### src/rtl/ultrasonic_pkg.sv
// Shared types and default timing for the ultrasonic measurement sequencer.
// Provides the FSM state enum, counter widths and default tick constants.
package ultrasonic_pkg;

   localparam int DIST_W = 16;
   localparam int CNT_W  = 16;

   localparam int TICK_DIV_DEF      = 50;
   localparam int TRIG_TICKS_DEF    = 10;
   localparam int TIMEOUT_TICKS_DEF = 30000;
   localparam int HOLDOFF_TICKS_DEF = 60000;
   localparam int NEAR_LO_DEF       = 100;
   localparam int NEAR_HI_DEF       = 200;

   typedef enum logic [2:0] {
      IDLE,
      TRIG,
      WAIT_RISE,
      MEASURE,
      HOLDOFF
   } state_e;

endpackage

### src/rtl/us_tick_gen.sv
// Free-running prescaler: counts 0..TICK_DIV-1, tick_o high in the wrap cycle.
// Ports: clk, rst (async, active high), tick_o (one-cycle tick).
module us_tick_gen #(
   parameter int TICK_DIV = 50
) (
   input  logic clk,
   input  logic rst,
   output logic tick_o
);

   localparam int CW = (TICK_DIV > 1) ? $clog2(TICK_DIV) : 1;
   localparam logic [CW-1:0] LAST = CW'(TICK_DIV - 1);

   logic [CW-1:0] cnt_q, cnt_d;

   always_comb begin
      cnt_d = (cnt_q == LAST) ? '0 : cnt_q + 1'b1;
   end

   always_ff @(posedge clk or posedge rst) begin
      if (rst) cnt_q <= '0;
      else     cnt_q <= cnt_d;
   end

   assign tick_o = (cnt_q == LAST);

endmodule

### src/rtl/ultrasonic_scheduler.sv
// HC-SR04 measurement sequencer: trigger, echo timing, timeout, holdoff and
// hysteretic near flag. Define ULTRASONIC_AVG_EN for a 4-sample mean on dist_o.
// Ports: clk, rst (async, active high); enable_i continuous mode; start_i single
// shot (IDLE only); echo_i raw echo; trigger_o; busy_o; dist_o; dist_valid_o;
// timeout_o; near_o.
module ultrasonic_scheduler
   import ultrasonic_pkg::*;
#(
   parameter int TICK_DIV      = TICK_DIV_DEF,
   parameter int TRIG_TICKS    = TRIG_TICKS_DEF,
   parameter int TIMEOUT_TICKS = TIMEOUT_TICKS_DEF,
   parameter int HOLDOFF_TICKS = HOLDOFF_TICKS_DEF,
   parameter int NEAR_LO       = NEAR_LO_DEF,
   parameter int NEAR_HI       = NEAR_HI_DEF
) (
   input  logic              clk,
   input  logic              rst,
   input  logic              enable_i,
   input  logic              start_i,
   input  logic              echo_i,
   output logic              trigger_o,
   output logic              busy_o,
   output logic [DIST_W-1:0] dist_o,
   output logic              dist_valid_o,
   output logic              timeout_o,
   output logic              near_o
);

   localparam logic [CNT_W-1:0] TRIG_LAST = CNT_W'(TRIG_TICKS - 1);
   localparam logic [CNT_W-1:0] TO_LAST   = CNT_W'(TIMEOUT_TICKS - 1);
   localparam logic [CNT_W-1:0] HO_LAST   = CNT_W'(HOLDOFF_TICKS - 1);
   localparam logic [DIST_W-1:0] N_LO     = DIST_W'(NEAR_LO);
   localparam logic [DIST_W-1:0] N_HI     = DIST_W'(NEAR_HI);

   state_e            state_q, state_d;
   logic [CNT_W-1:0]  tcnt_q, tcnt_d;
   logic [DIST_W-1:0] ecnt_q, ecnt_d;
   logic              echo_s1_q, echo_s2_q, echo_p_q;
   logic [DIST_W-1:0] dist_q, dist_d;
   logic              valid_q, near_q, near_d, to_q;
   logic              samp_d, to_d;
   logic              tick, rise, fall, tmo;
   logic [DIST_W-1:0] new_val;
   logic              load;

   us_tick_gen #(.TICK_DIV(TICK_DIV)) u_tick (
      .clk    (clk),
      .rst    (rst),
      .tick_o (tick)
   );

   assign rise = echo_s2_q & ~echo_p_q;
   assign fall = ~echo_s2_q & echo_p_q;
   assign tmo  = tick && (tcnt_q == TO_LAST);

   always_comb begin
      state_d = state_q;
      tcnt_d  = tcnt_q;
      ecnt_d  = ecnt_q;
      samp_d  = 1'b0;
      to_d    = 1'b0;
      unique case (state_q)
         IDLE: begin
            if (enable_i || start_i) begin
               state_d = TRIG;
               tcnt_d  = '0;
            end
         end
         TRIG: begin
            if (tick) begin
               if (tcnt_q == TRIG_LAST) begin
                  state_d = WAIT_RISE;
                  tcnt_d  = '0;
               end else begin
                  tcnt_d = tcnt_q + 1'b1;
               end
            end
         end
         WAIT_RISE: begin
            if (tick) tcnt_d = tcnt_q + 1'b1;
            if (tmo) begin
               state_d = HOLDOFF;
               tcnt_d  = '0;
               to_d    = 1'b1;
            end else if (rise) begin
               // The rise cycle is already echo-high, so its tick counts.
               state_d = MEASURE;
               ecnt_d  = DIST_W'(tick);
            end
         end
         MEASURE: begin
            if (tick) tcnt_d = tcnt_q + 1'b1;
            if (tick && echo_s2_q && (ecnt_q != '1))
               ecnt_d = ecnt_q + 1'b1;
            // A fall on the timeout tick still yields a valid sample.
            if (fall) begin
               state_d = HOLDOFF;
               tcnt_d  = '0;
               samp_d  = 1'b1;
            end else if (tmo) begin
               state_d = HOLDOFF;
               tcnt_d  = '0;
               to_d    = 1'b1;
            end
         end
         HOLDOFF: begin
            if (tick) begin
               if (tcnt_q == HO_LAST) begin
                  state_d = enable_i ? TRIG : IDLE;
                  tcnt_d  = '0;
               end else begin
                  tcnt_d = tcnt_q + 1'b1;
               end
            end
         end
         default: state_d = IDLE;
      endcase
   end

`ifdef ULTRASONIC_AVG_EN
   localparam int SUM_W = DIST_W + 2;

   logic [DIST_W-1:0] hist_q [4];
   logic              have_q, pend_q;
   logic [SUM_W-1:0]  sum;

   always_comb begin
      sum = '0;
      for (int i = 0; i < 4; i++) sum = sum + SUM_W'(hist_q[i]);
      new_val = sum[SUM_W-1:2];
      load    = pend_q;
   end

   // First sample after reset fills every slot so the mean starts at it.
   always_ff @(posedge clk or posedge rst) begin
      if (rst) begin
         for (int i = 0; i < 4; i++) hist_q[i] <= '0;
         have_q <= 1'b0;
         pend_q <= 1'b0;
      end else begin
         pend_q <= samp_d;
         if (samp_d) begin
            have_q    <= 1'b1;
            hist_q[0] <= ecnt_q;
            for (int i = 1; i < 4; i++)
               hist_q[i] <= have_q ? hist_q[i-1] : ecnt_q;
         end
      end
   end
`else
   always_comb begin
      new_val = ecnt_q;
      load    = samp_d;
   end
`endif

   always_comb begin
      dist_d = load ? new_val : dist_q;
      near_d = near_q;
      if (load) begin
         if (new_val < N_LO)      near_d = 1'b0;
         else if (new_val > N_HI) near_d = 1'b1;
      end
      if (to_d) near_d = 1'b0;
   end

   always_ff @(posedge clk or posedge rst) begin
      if (rst) begin
         state_q   <= IDLE;
         tcnt_q    <= '0;
         ecnt_q    <= '0;
         echo_s1_q <= 1'b0;
         echo_s2_q <= 1'b0;
         echo_p_q  <= 1'b0;
         dist_q    <= '0;
         valid_q   <= 1'b0;
         to_q      <= 1'b0;
         near_q    <= 1'b0;
      end else begin
         state_q   <= state_d;
         tcnt_q    <= tcnt_d;
         ecnt_q    <= ecnt_d;
         echo_s1_q <= echo_i;
         echo_s2_q <= echo_s1_q;
         echo_p_q  <= echo_s2_q;
         dist_q    <= dist_d;
         valid_q   <= load;
         to_q      <= to_d;
         near_q    <= near_d;
      end
   end

   assign trigger_o    = (state_q == TRIG);
   assign busy_o       = (state_q != IDLE);
   assign dist_o       = dist_q;
   assign dist_valid_o = valid_q;
   assign timeout_o    = to_q;
   assign near_o       = near_q;

endmodule

### config.mk
export PLATFORM = sky130hd
export DESIGN_NAME = ultrasonic_scheduler
export DESIGN_NICKNAME = d
export VERILOG_FILES = /design/src/rtl/ultrasonic_pkg.sv /design/src/rtl/us_tick_gen.sv /design/src/rtl/ultrasonic_scheduler.sv
export SDC_FILE = /design/constraint.sdc
export NUM_CORES = 1
export LEC_CHECK = 0
export ABC_AREA = 1
export BUFFER_PORTS_ARGS = -buffer_cell sky130_fd_sc_hd__buf_2
export CAP_MARGIN = 20
export CORE_UTILIZATION = 60
export CTS_CLUSTER_SIZE = 24
export DETAILED_ROUTE_END_ITERATION = 16
export PLACE_DENSITY = 0.78
export RECOVER_POWER = 100
export SLEW_MARGIN = 30
export SYNTH_ARGS = -nofsm -noshare
export SYNTH_HDL_FRONTEND = slang
export SYNTH_SLANG_ARGS = --single-unit
### constraint.sdc
create_clock -name clk -period 2.7 [get_ports clk]
set_input_delay 0.27 -clock clk [delete_from_list [all_inputs] [get_ports clk]]
set_output_delay 0.27 -clock clk [all_outputs]
set_load 0.05 [all_outputs]
==> results.yml, run 1 <==
floorplanning:
  die_area_mm2: 0.006777
  num_rows: 28
  die_h_um: 82.33
  start_util: 0.6387
  die_x_um: 82.33
  core_area_mm2: 0.006061
  io_pins: 26
drt:
  wl_per_cell_um: 14.72
  drc_errors: 0
  vias_per_cell: 5.503
  drt_first_pass_iters: 5
  drtIter0Drc: 258
  vias: 3577
  drtAntennaViolNets: 0
  finalWirelength_mm: 9.571
logic_synthesis:
  synth_area_mm2: 0.003871
  ys_ff_latch: 63
  yosysTopAreaCell: "dfrtp_1"
  synth_ff_type: "dfrtp_1"
  synth_area_leaders: "dfrtp_1 41%, nand2_1 15%, nor2_1 6.7%"
  ys_seq_area_frac: 0.4072
  syn_nets: 552
  yosysMostFrequentCell: "nand2_1"
  synthCells: 541
  yosysTopAreaCellShare: 0.4072
  synth_edf_count: 0
  syn_area_per_cell_um2: 7.156
  yosys.cell_types.count: 33
  ys_top_cells_by_count: "151 x nand2_1, 69 x nor2_1, 64 x inv_1"
  ys_warn_count: 0
  async_flop_share: 1.000
critical_path:
  arrival_ns: 2.66
  reg2reg_depth: 10
  timing.rr.end: "tcnt_q[1]$_DFFE_PP0P_"
  critPathLaunchType: "flop"
  cp-startpoint: "u_tick.cnt_q[1]$_DFF_PP0_"
  crit_end: "tcnt_q[1]$_DFFE_PP0P_"
  path_class: "flop to flop"
  r2r_setup_slack_ns: 0.29
  r2r_start: "u_tick.cnt_q[1]$_DFF_PP0_"
  critPathRequiredTime_ns: 2.95
  cp_max_fo: 12
  critPathCaptureType: "flop"
clock_network:
  cts.repair.resized: 0
  cts_root_buf: "clkbuf_8"
  cts.sinks: 63
  hold_buffers: 1
  post_cts_buffers: 0
  cts_buffer_depth: 2
  clkSlewWorstSetupHoldPaths_ns: 0.07
  cts_tree: "yes"
  clk-insertion-delay-late_ns: 0.34
  cts_made_buffers: 9
  h-tree-depth: 3
place:
  dp_cells: 633
  dp_hpwl_mm: 7.166
  gp_congestion: 1.005
  portBuffers: 25
  placed_area_mm2: 0.004036
sta:
  fin_skew_ns: 0.009425
  setup_viol_count_final: 0
  post-route-period-util: 0.8932
  slew_headroom: 0.3424
  final_hold_viol_count: 0
  rsz0062_at_grt: "false"
  fmax_ghz: 0.4147
  period_minus_slack_ns: 2.412
  tightestPinTransition_ns: 0.9864
  fin_setup_tns_ns: 0
  slew_viol_final: 0
pwr:
  pwr_density_cell_mw_per_mm2: 704.9
  leakage_nw: 1.949
  vdd_drop_max_mv: 0.6671
global_route:
  grt_pass1_wl_mm: 15.57
  overflow: 0
  track_usage: 0.3102
  antenna_found_initial: 0
  grt_pass1_vias: 3245
  grt_max_degree: 32
finish:
  antennaDiodeCount: 0
  area_delta_synth_final_pct: 7.013
  final_layout_size_suffix_gt1_frac: 0.07130
  final_cell_count_no_fill: 650
  fin_area_mm2: 0.004143
  fin_nets: 581
outcome:
  outcome: "completed"
run:
  drv_cap: 0
hold_path:
  min_path_type: "input pin to flop"
==> critical path: stages (launching register included) <==
cell and delay [ns]:
dfrtp_1 0.39, inv_1 0.06, ha_1 0.14, nand2_1 0.05
nor2_1 0.15, nand2_2 0.23, inv_1 0.38, nand3_1 0.34
nand2_1 0.32, nand2_1 0.11, o21ai_0 0.15
==> power breakdown <==
part | internal [W] | total [W] | switching (W)
combinational | 0.000250 | 0.00102 | 0.000773
clock | 0.000423 | 0.000804 | 0.000380
sequential | 0.00101 | 0.00109 | 0.0000790
==> final cells by class <==
class                           instances  area, um2
Fill cell                             577       1918
Multi-Input combinational cell        398       1899
Sequential cell                        63       1577
Inverter                               69      259.0
Clock buffer                           10      127.6
Timing Repair Buffer                   29      125.1
Tap cell                               75      93.84
Clock inverter                          6      61.31
==> layout by cell type (no fill, tap or decap), types with 7 or more instances in the layout <==
cell,netlist,final
a21oi_1,13,13
clkbuf_1,3,23
clkbuf_8,0,9
dfrtp_1,63,63
inv_1,64,65
nand2_1,151,154
nand3_1,45,46
nand4_1,7,7
nor2_1,69,71
nor3_1,13,13
o21ai_0,32,45
xor2_1,11,11
==> layer usage <==
metal,vias to the layer above,track usage,share of wire
met5,-,0,0
met4,0,0.1000,0.015
met3,17,0.06154,0.065
met2,137,0.4587,0.43
met1,1635,0.4530,0.49
li1,1788,-,-
==> logic make-up (layout without fill, tap and decap cells) <==
logic type               after synthesis  count (layout)  synth area share
flip-flops                            63              63            0.4072
AO/OA/AOI/OAI                         73              73            0.1151
AND/OR/NAND/NOR                      307             307            0.3445
adder cells (fa/ha/maj)                6               6           0.01939
XOR/XNOR                              12              12           0.02715
buffers and inverters                 80             114           0.08662
==> registers in the layout (all words and copies together), names as in the netlist <==
signal	flops
echo_s1_q	1
tcnt_q	16
dist_valid_o	1
timeout_o	1
ecnt_q	16
echo_s2_q	1
u_tick.cnt_q	6
near_o	1
dist_o	16
state_q	3
echo_p_q	1
==> how the worst min path moves through the flow <==
| stage | start | endpoint | slack, ns | cells after the start |
|---|---|---|---|---|
| after floorplan | echo_i | echo_s1_q$_DFF_PP0_ | 0.30 | 0 |
| after detailed placement | rst | ecnt_q[1]$_DFFE_PP0P_ | 0.31 | 2 |
| after global placement | rst | echo_s1_q$_DFF_PP0_ | 0.32 | 2 |
| after global routing | echo_i | echo_s1_q$_DFF_PP0_ | 0.03 | 1 |
| after CTS | echo_i | echo_s1_q$_DFF_PP0_ | 0.03 | 1 |
| final | echo_i | echo_s1_q$_DFF_PP0_ | 0.04 | 1 |
==> stage by stage <==
stage,hold WS [ns],worst slack (ns),util,total power (W)
after floorplan,0.3014,0.8603,-,0.001935
after global placement,0.3153,0.6144,0.6660,0.002147
after CTS,0.03351,0.4260,0.6988,0.002970
after detailed placement,0.3146,0.4992,0.6660,0.002176
final,0.04141,0.2883,0.6835,0.002920
after global routing,0.03173,0.1836,0.6835,0.003085
(Power assumes the default switching activity.)
==> inputs of run 2 (changes only) <==
==> constraint.sdc (replaced) <==
create_clock -name clk -period 2.63 [get_ports clk]
set_input_delay 0.263 -clock clk [delete_from_list [all_inputs] [get_ports clk]]
set_output_delay 0.263 -clock clk [all_outputs]
set_load 0.05 [all_outputs]
==> results.yml, run 2 (synthesis gave the netlist of run 1 again) <==
hold_path:
  hold_end: "echo_s1_q$_DFF_PP0_"
  holdPathStages: 1
  hold_start: "echo_i"
  min_path_type: "input pin to flop"
clock_network:
  clk-insertion-delay-late_ns: 0.35
  cts_buffer_depth: 2
  h-tree-depth: 3
  clkSlewWorstSetupHoldPaths_ns: 0.07
  cts_made_buffers: 9
  cts.sinks: 63
  cts_tree: "yes"
  cts.repair.resized: 0
  cts_root_buf: "clkbuf_8"
critical_path:
  critPathRequiredTime_ns: 2.85
  r2r_start: "u_tick.cnt_q[1]$_DFF_PP0_"
  cp_max_fo: 18
  reg2reg_depth: 12
  cpMostUsedCell: "nand2_2"
  critPathLaunchType: "flop"
  crit_path_top_delay_cell: "dfrtp_1"
  cp_cell_sequence: "inv_1, ha_1, nand2_1, nor2_1, nand2_2, nor2_1, nand2_2, nand4_1, nand2_2, clkbuf_2, nand3_1, o21ai_0"
  slowest_delay_ns: 0.39
  arrival_ns: 2.50
  path_class: "flop to flop"
  timing.rr.end: "ecnt_q[2]$_DFFE_PP0P_"
  r2r_setup_slack_ns: 0.35
  critPathCaptureType: "flop"
sta:
  slew_viol_final: 0
  fin_setup_tns_ns: 0
  fmax_ghz: 0.4386
  post-route-period-util: 0.8669
  final_hold_viol_count: 0
  setup_viol_count_final: 0
  tightestPinTransition_ns: 1.077
  period_minus_slack_ns: 2.280
  holdWs_ns: 0.02635
  setup_slack_ns: 0.3501
  rsz0062_at_grt: "false"
  fin_skew_ns: 0.008657
  slew_headroom: 0.2820
finish:
  area_delta_synth_final_pct: 6.529
  final_common_cell: "nand2_1"
  antennaDiodeCount: 0
  final_cell_mix: "153 x nand2_1, 72 x nor2_1, 65 x inv_1"
  fin_nets: 581
  final_layout_size_suffix_gt1_frac: 0.07304
global_route:
  track_usage: 0.2954
  antenna_found_initial: 0
  grt_pass1_wl_mm: 14.83
  grt_pass1_vias: 3106
  grt_max_degree: 32
  overflow: 0
drt:
  wl_met2_mm: 3.748
  dr.max_layer_used: "met4"
  drtAntennaViolNets: 0
  wl_per_cell_um: 13.86
  vias_per_cell: 5.460
  vias: 3549
  drtIter0Drc: 283
  wl_met1_mm: 4.531
  finalWirelength_mm: 9.008
  drc_errors: 0
  drt_first_pass_iters: 5
  met3_length_um: 626
place:
  dp_hpwl_mm: 6.718
  pre_cts_ws_ns: 0.4067
  portBuffers: 25
  gp_congestion: 1.038
floorplanning:
  die_h_um: 82.33
  io_pins: 26
  core_area_mm2: 0.006061
  num_rows: 28
  die_area_mm2: 0.006777
  start_util: 0.6387
  die_x_um: 82.33
run:
  drv_cap: 0
pwr:
  pwr_density_cell_mw_per_mm2: 704.5
  leakage_nw: 1.943
  vdd_drop_max_mv: 0.5869
outcome:
  outcome: "completed"
run 2: worst max path at each step:
stage,slack [ns],to,start
global route,0.14,ecnt_q[2]$_DFFE_PP0P_,u_tick.cnt_q[1]$_DFF_PP0_
detailed placement,0.41,ecnt_q[2]$_DFFE_PP0P_,u_tick.cnt_q[1]$_DFF_PP0_
finish,0.35,ecnt_q[2]$_DFFE_PP0P_,u_tick.cnt_q[1]$_DFF_PP0_
CTS,0.40,ecnt_q[2]$_DFFE_PP0P_,u_tick.cnt_q[1]$_DFF_PP0_
floorplan,0.80,dist_o[0]$_DFFE_PP0P_,rst
global placement,0.49,ecnt_q[2]$_DFFE_PP0P_,u_tick.cnt_q[1]$_DFF_PP0_
run 2: area by class of cell:
cell class,instances,area (um2)
inverter,69,259.0
sequential,63,1577
clock inverter,5,33.78
timing repair buffer,29,122.6
multi-input combinational,398,1897
clock buffer,11,141.4
tap,75,93.84
fill,556,1937
run 2: through the flow:
stage,cell area [um2],util,total power [W],instances
floorplan,3871,-,0.001986,541
global placement,4036,0.6660,0.002200,633
detailed placement,4036,0.6660,0.002224,633
CTS,4222,0.6965,0.002967,650
global route,4124,0.6804,0.003084,650
finish,4124,0.6804,0.002905,650
run 2: timing repair:
action,in CTS,in global routing
setup buffers,0,0
hold buffers,1,0
endpoints found under the hold margin,19,0
run 2: routing by layer:
metal,vias to the layer above,global-route usage
met5,-,0
met4,0,0.09123
met3,11,0.06703
met2,148,0.4149
met1,1598,0.4453
li1,1792,-
run 2: critical path, delay by kind of cell, from the launching register on:
family	cells	cell delay [ns]
AOI/OAI and AO/OA	1	0.09
adders and majority gates	1	0.13
buffers and inverters	2	0.31
DFF	1	0.39
and+or+nand+nor	8	1.22
run 2: power breakdown:
| part | switching [W] | internal, W | total (W) |
|---|---|---|---|
| logic | 0.000789 | 0.000251 | 0.00104 |
| registers | 0.0000787 | 0.00104 | 0.00112 |
| clock network | 0.000379 | 0.000365 | 0.000745 |
